[src/rtl/load_store_unit_pkg.sv]
// Shared types for the load/store unit: access sizes, FSM states and the
// alignment/legality check applied when a request is accepted.
package lsu_pkg;

  typedef enum logic [1:0] {
    SZ_BYTE = 2'b00,
    SZ_HALF = 2'b01,
    SZ_WORD = 2'b10
  } size_e;

  typedef enum logic [1:0] {
    ST_IDLE,
    ST_RD,
    ST_WR,
    ST_RESP
  } lsu_state_e;

  // 1 when the size code is illegal or the byte offset breaks natural alignment
  function automatic logic access_err(input logic [1:0] size, input logic [1:0] off);
    case (size)
      SZ_BYTE: return 1'b0;
      SZ_HALF: return off[0];
      SZ_WORD: return off != 2'b00;
      default: return 1'b1;
    endcase
  endfunction

endpackage

[src/rtl/load_store_unit_if.sv]
// Core request/response channel plus the word-addressed data-memory port.
// slave = the load/store unit, master = the core/memory side.
interface load_store_unit_if #(
  parameter int ADDR_W = 32
);
  logic              req_valid;
  logic              req_ready;
  logic              req_we;
  logic [1:0]        req_size;
  logic              req_unsigned;
  logic [ADDR_W-1:0] req_addr;
  logic [31:0]       req_wdata;
  logic              resp_valid;
  logic [31:0]       resp_rdata;
  logic              resp_err;
  logic [31:0]       mem_addr;
  logic [31:0]       mem_wdata;
  logic              mem_we;
  logic [31:0]       mem_rdata;

  modport slave (
    input  req_valid, req_we, req_size, req_unsigned, req_addr, req_wdata, mem_rdata,
    output req_ready, resp_valid, resp_rdata, resp_err, mem_addr, mem_wdata, mem_we
  );

  modport master (
    output req_valid, req_we, req_size, req_unsigned, req_addr, req_wdata, mem_rdata,
    input  req_ready, resp_valid, resp_rdata, resp_err, mem_addr, mem_wdata, mem_we
  );
endinterface

[src/rtl/load_store_unit_lane.sv]
// Byte-lane steering: extracts and extends load data from a memory word and
// merges sub-word store data into the word read back for read-modify-write.
module lsu_lane
  import lsu_pkg::*;
(
  input  logic [31:0] rdata,
  input  logic [31:0] wdata,
  input  logic [1:0]  off,
  input  size_e       size,
  input  logic        unsigned_ld,
  output logic [31:0] load_data,
  output logic [31:0] merged
);

  logic [7:0]  byte_v;
  logic [15:0] half_v;

  always_comb begin
    byte_v = rdata[7:0];
    case (off)
      2'd1:    byte_v = rdata[15:8];
      2'd2:    byte_v = rdata[23:16];
      2'd3:    byte_v = rdata[31:24];
      default: byte_v = rdata[7:0];
    endcase
    half_v = off[1] ? rdata[31:16] : rdata[15:0];
  end

  always_comb begin
    load_data = rdata;
    case (size)
      SZ_BYTE: load_data = unsigned_ld ? {24'b0, byte_v} : {{24{byte_v[7]}}, byte_v};
      SZ_HALF: load_data = unsigned_ld ? {16'b0, half_v} : {{16{half_v[15]}}, half_v};
      default: load_data = rdata;
    endcase
  end

  // Untouched lanes pass through bit-exact from the read word
  always_comb begin
    merged = rdata;
    case (size)
      SZ_BYTE: begin
        case (off)
          2'd0:    merged[7:0]   = wdata[7:0];
          2'd1:    merged[15:8]  = wdata[7:0];
          2'd2:    merged[23:16] = wdata[7:0];
          default: merged[31:24] = wdata[7:0];
        endcase
      end
      SZ_HALF: begin
        if (off[1]) merged[31:16] = wdata[15:0];
        else        merged[15:0]  = wdata[15:0];
      end
      SZ_WORD: merged = wdata;
      default: merged = rdata;
    endcase
  end

endmodule

[src/rtl/load_store_unit.sv]
// Load/store unit: accepts byte/half/word requests from execute, drives a
// word-addressed memory (comb read, sync write) and returns a one-cycle response.
//
// state   | meaning
// --------+-------------------------------------------------------------
// IDLE    | ready; latch request, route to RD / WR / RESP (on error)
// RD      | memory read of latched word; load -> RESP, sub-word store -> WR
// WR      | single-cycle write strobe with merged or full word
// RESP    | resp_valid pulse with rdata/err, then back to IDLE
module load_store_unit
  import lsu_pkg::*;
#(
  parameter int MEM_WORDS = 32,
  parameter int ADDR_W    = 32
) (
  input logic               clk,
  input logic               reset_n,
  load_store_unit_if.slave  bus
);

  localparam int IDX_W = ADDR_W - 2;
  localparam logic [IDX_W-1:0] WORD_LIMIT = IDX_W'(MEM_WORDS);

  lsu_state_e       state;
  logic [IDX_W-1:0] idx_q;
  logic [1:0]       off_q;
  size_e            size_q;
  logic             uns_q;
  logic             we_q;
  logic [31:0]      wdata_q;
  logic [31:0]      load_data;
  logic [31:0]      merged;
  logic             accept;
  logic             req_err;

  lsu_lane u_lane (
    .rdata       (bus.mem_rdata),
    .wdata       (wdata_q),
    .off         (off_q),
    .size        (size_q),
    .unsigned_ld (uns_q),
    .load_data   (load_data),
    .merged      (merged)
  );

  assign bus.req_ready = (state == ST_IDLE);
  assign accept        = bus.req_valid && bus.req_ready;
  assign req_err       = access_err(bus.req_size, bus.req_addr[1:0])
                         || (bus.req_addr[ADDR_W-1:2] >= WORD_LIMIT);
  assign bus.mem_addr  = 32'(idx_q);
  // Gated by reset_n so a reset asserted during WR never reaches memory
  assign bus.mem_we    = (state == ST_WR) && reset_n;

  always_ff @(posedge clk) begin
    if (!reset_n) begin
      state          <= ST_IDLE;
      idx_q          <= '0;
      off_q          <= 2'b00;
      size_q         <= SZ_BYTE;
      uns_q          <= 1'b0;
      we_q           <= 1'b0;
      wdata_q        <= 32'b0;
      bus.mem_wdata  <= 32'b0;
      bus.resp_valid <= 1'b0;
      bus.resp_rdata <= 32'b0;
      bus.resp_err   <= 1'b0;
    end else begin
      case (state)
        ST_IDLE: begin
          if (accept) begin
            idx_q   <= bus.req_addr[ADDR_W-1:2];
            off_q   <= bus.req_addr[1:0];
            size_q  <= size_e'(bus.req_size);
            uns_q   <= bus.req_unsigned;
            we_q    <= bus.req_we;
            wdata_q <= bus.req_wdata;
            if (req_err) begin
              state          <= ST_RESP;
              bus.resp_valid <= 1'b1;
              bus.resp_err   <= 1'b1;
              bus.resp_rdata <= 32'b0;
            end else if (bus.req_we && bus.req_size == SZ_WORD) begin
              state         <= ST_WR;
              bus.mem_wdata <= bus.req_wdata;
            end else begin
              state <= ST_RD;
            end
          end
        end
        ST_RD: begin
          if (we_q) begin
            bus.mem_wdata <= merged;
            state         <= ST_WR;
          end else begin
            bus.resp_rdata <= load_data;
            bus.resp_valid <= 1'b1;
            state          <= ST_RESP;
          end
        end
        ST_WR: begin
          bus.resp_valid <= 1'b1;
          bus.resp_rdata <= 32'b0;
          bus.resp_err   <= 1'b0;
          state          <= ST_RESP;
        end
        ST_RESP: begin
          bus.resp_valid <= 1'b0;
          bus.resp_rdata <= 32'b0;
          bus.resp_err   <= 1'b0;
          state          <= ST_IDLE;
        end
        default: state <= ST_IDLE;
      endcase
    end
  end

endmodule

[src/flat_wrapper.sv]
// flat-port wrapper written by rule: the top's interface ports become plain ports
module load_store_unit_flat import lsu_pkg::*;
#(
  parameter int MEM_WORDS = 32,
  parameter int ADDR_W    = 32
)
  (clk, reset_n, bus_req_valid, bus_req_we, bus_req_size, bus_req_unsigned, bus_req_addr, bus_req_wdata, bus_mem_rdata, bus_req_ready, bus_resp_valid, bus_resp_rdata, bus_resp_err, bus_mem_addr, bus_mem_wdata, bus_mem_we);
  load_store_unit_if #(.ADDR_W(ADDR_W)) bus_i ();
  input logic clk;
  input logic reset_n;
  input wire logic [$bits(bus_i.req_valid)-1:0] bus_req_valid;
  input wire logic [$bits(bus_i.req_we)-1:0] bus_req_we;
  input wire logic [$bits(bus_i.req_size)-1:0] bus_req_size;
  input wire logic [$bits(bus_i.req_unsigned)-1:0] bus_req_unsigned;
  input wire logic [$bits(bus_i.req_addr)-1:0] bus_req_addr;
  input wire logic [$bits(bus_i.req_wdata)-1:0] bus_req_wdata;
  input wire logic [$bits(bus_i.mem_rdata)-1:0] bus_mem_rdata;
  output wire logic [$bits(bus_i.req_ready)-1:0] bus_req_ready;
  output wire logic [$bits(bus_i.resp_valid)-1:0] bus_resp_valid;
  output wire logic [$bits(bus_i.resp_rdata)-1:0] bus_resp_rdata;
  output wire logic [$bits(bus_i.resp_err)-1:0] bus_resp_err;
  output wire logic [$bits(bus_i.mem_addr)-1:0] bus_mem_addr;
  output wire logic [$bits(bus_i.mem_wdata)-1:0] bus_mem_wdata;
  output wire logic [$bits(bus_i.mem_we)-1:0] bus_mem_we;
  assign bus_i.req_valid = bus_req_valid;
  assign bus_i.req_we = bus_req_we;
  assign bus_i.req_size = bus_req_size;
  assign bus_i.req_unsigned = bus_req_unsigned;
  assign bus_i.req_addr = bus_req_addr;
  assign bus_i.req_wdata = bus_req_wdata;
  assign bus_i.mem_rdata = bus_mem_rdata;
  assign bus_req_ready = bus_i.req_ready;
  assign bus_resp_valid = bus_i.resp_valid;
  assign bus_resp_rdata = bus_i.resp_rdata;
  assign bus_resp_err = bus_i.resp_err;
  assign bus_mem_addr = bus_i.mem_addr;
  assign bus_mem_wdata = bus_i.mem_wdata;
  assign bus_mem_we = bus_i.mem_we;
  load_store_unit #(.MEM_WORDS(MEM_WORDS), .ADDR_W(ADDR_W)) u_core (.clk(clk), .reset_n(reset_n), .bus(bus_i));
endmodule
[config.mk]
export PLATFORM = sky130hd
export DESIGN_NAME = load_store_unit_flat
export DESIGN_NICKNAME = d
export VERILOG_FILES = /design/src/rtl/load_store_unit_pkg.sv /design/src/rtl/load_store_unit_if.sv /design/src/rtl/load_store_unit_lane.sv /design/src/rtl/load_store_unit.sv /design/src/flat_wrapper.sv
export SDC_FILE = /design/constraint.sdc
export NUM_CORES = 1
export LEC_CHECK = 0
export ABC_CLOCK_PERIOD_IN_PS = 1800
export CAP_MARGIN = 20
export CELL_PAD_IN_SITES_DETAIL_PLACEMENT = 0
export CELL_PAD_IN_SITES_GLOBAL_PLACEMENT = 1
export CORE_MARGIN = 10
export CORE_UTILIZATION = 31
export CTS_CLUSTER_SIZE = 14
export DETAILED_ROUTE_END_ITERATION = 8
export PLACE_DENSITY = 0.84
export SLEW_MARGIN = 20
export SYNTH_ARGS = -nofsm -noshare
export SYNTH_HDL_FRONTEND = slang
export SYNTH_SLANG_ARGS = --single-unit
[constraint.sdc]
create_clock -name clk -period 1.8 [get_ports clk]
set_input_delay 0.36 -clock clk [delete_from_list [all_inputs] [get_ports clk]]
set_output_delay 0.36 -clock clk [all_outputs]
set_load 0.05 [all_outputs]
==> impl_metrics.ini <==
[status]
status = finished with violations
violations = negative setup slack

[cells_and_area]
finish.net_count = 1212
syn_to_final_growth_pct = 50.83
finalInstanceArea_um2 = 10390
drive_above_1_share_pct = 23.66

[sta]
min_period_over_period_pct = 100.5
rsz0062_at_grt = true
drv_slew = 0
period_needed_ns = 1.809
skew_ns = 0.005898
whs_ns = 0.1956
max_freq_mhz = 552.9
tightestPinTransition_ns = 0.5262
max_slew_margin_pct = 64.92
setup_slack_ns = -0.008689
hold_viol_final = 0
finalSetupViolations = 2
tns_ns = -0.01529

[hold_path]
worstHoldStart = bus_req_addr[21]
hold_end = u_core.idx_q[19]
whs_path_depth = 3
hold_class = input pin to flop

[logic_synthesis]
yosysTopAreaCell = dfxtp_1
synth_cell_types = 50
yosysMostFrequentCell = nand2_1
synth_compound_area_share_pct = 24.75
yosysSeqAreaShare_pct = 39.54
yosys.area_share.simple_pct = 19.24
synth.area.mux_share_pct = 9.359
synth-async-reset-ratio_pct = 0
synth_top_area_share_pct = 39.54
yosys_warnings = 0
yosys-top-cells-count = 245 x nand2_1, 136 x dfxtp_1, 68 x a21boi_0
mappedNetlistArea_um2 = 6885
ys_seq_elements = 136
synth_top_family_by_area = compound AO/OA/AOI/OAI gates
synth_adder_area_share_pct = 0.7269
synth_area_per_cell_um2 = 7.887
synth_top_cells_by_area = dfxtp_1 40%, nand2_1 13%, mux2i_1 8.9%
synthCells = 873
synth-xor-area-share_pct = 0
synth_ff_type = dfxtp_1
synth_edf_count = 0

[drt]
viasPerCell = 5.110
drc = 0
ant_nets = 0
wire_per_inst_um = 19.54
firstDrtPassIters = 8
routed_wl_um = 27360
vias = 7154
drt_iter0_markers = 693

[worst_setup_path]
r2r_start = u_core.state[0]
end_kind = flop
worst_ep_required_time_ns = 2.08
cp_max_fo = 7
startpoint_type = input pin
cp.arrival_ns = 2.09
r2r_cells = 7
reg2reg_to = u_core.bus.resp_rdata[0]
r2r_setup_slack_ns = 0
worstSetupPathType = input pin to flop

[pwr]
power_density_nw_per_um2 = 1272
ir_drop_uv = 700.4
leakage_nw = 4.333
total_power_mw = 13.21

[place]
place_ws_ns = -0.7772
portBuffers = 200
hpwl_um = 19970
gp_congestion = 0.9170
dpl_cell_area_um2 = 9420

[floorplanning]
die-area_um2 = 28570
die_h_um = 169.0
coreArea_um2 = 21820
io_pins = 203
rows = 54
die_width_um = 169.0
start_util_pct = 31.55

[grt]
grt_overflow = 0
grt_util_all_layers_pct = 17.97
grt_antenna_before_repair = 6
grt_pass1_vias = 6971
grt_max_degree = 79
grt_pass1_wl_um = 40440

[clock_tree]
clock_latency_ns = 0.42
numCtsBuffers = 17
cts_max_level = 4
cts_root_buf = clkbuf_16
cts_buffer_depth = 2
clock_sinks = 136
clk_pin_slew_ns = 0.06
cts_tree = yes

[run]
maxCapViolations = 0
## final cells by class
class,instances,area (um2)
clock inverter,11,197.7
timing repair buffer,284,2562
inverter,31,118.9
sequential,136,2728
tap,280,350.3
clock buffer,19,442.9
fill,2170,11440
multi-input combinational,635,3975
antenna,4,10.01
## power by group
| group | switching, mW | internal, mW | total [mW] |
|---|---|---|---|
| Clock | 1.39 | 2.49 | 3.87 |
| Sequential | 0.329 | 3.45 | 3.78 |
| Combinational | 3.45 | 2.10 | 5.55 |
| Total | 5.17 | 8.04 | 13.2 |
## registers in the layout, summed over array words and instances, names as in the netlist
signal                 count
u_core.bus.resp_err        1
u_core.we_q                1
u_core.bus.resp_rdata     32
u_core.bus.mem_wdata      32
u_core.idx_q              30
u_core.off_q               2
u_core.state               2
u_core.size_q              2
u_core.bus.resp_valid      1
u_core.uns_q               1
u_core.wdata_q            32
## worst max-delay path: stages
cell and delay, ns:
clkdlybuf4s15_1 0.22, nor4_4 0.33, nand4_1 0.18, or4_4 0.57, buf_12 0.18, nand4b_1 0.14, o22ai_1 0.11
## layer usage
metal / routed length (um) / track usage [%] / up-vias
li1: - / - / 3532
met1: 11630 / 22.46 / 3320
met2: 12910 / 28.76 / 265
met3: 2302 / 5.628 / 33
met4: 490 / 5.854 / 4
met5: 27 / 0 / -
## cells by family after synthesis
logic type               Yosys count
adder cells (fa/ha/maj)            4
other                              1
multiplexers                      63
AND/OR/NAND/NOR                  315
flip-flops                       136
AO/OA/AOI/OAI                    248
buffers and inverters            106
## what timing repair did
item | 4_1_cts | 5_1_grt
pin swaps | 15 | 16
buffers inserted | 2 | 3
endpoints found under the setup margin | 129 | 64
gates resized for setup | 53 | 54
cloned | 5 | 3
hold buffers | 0 | 0
## how the worst max path moves through the flow
stage	start	endpoint	slack (ns)	depth (start not counted)
finish	bus_req_addr[26]	u_core.bus.resp_rdata[0]	-0.009	7
CTS	bus_req_addr[10]	u_core.bus.resp_rdata[0]	-0.003	7
global route	u_core.state[0]	u_core.bus.resp_rdata[0]	-0.06	7
detailed placement	bus_req_addr[26]	u_core.bus.resp_rdata[2]	-0.78	7
global placement	bus_req_addr[27]	u_core.bus.resp_valid	-0.76	6
floorplan	bus_req_addr[11]	u_core.bus.resp_rdata[5]	-0.15	7
## placed cells by master, fill, tap and decap left out, drive strengths merged, types with 18 or more instances in the layout
cell type      synthesis  layout
nand4                 18      18
o21ai                 71      71
mux2i                 61      61
buf                   17     180
clkbuf                58      29
nand2                245     245
clkdlybuf4s50          0      73
dfxtp                136     136
inv                   30      31
a21boi                68      68
## per-stage QoR
stage               instances  utilization [%]
finish                   1400            47.59
CTS                      1391            46.72
floorplan                 874                -
global route             1398            47.56
global placement         1354            43.17
detailed placement       1354            43.17
No activity file was read; power rests on OpenSTA's default activity.
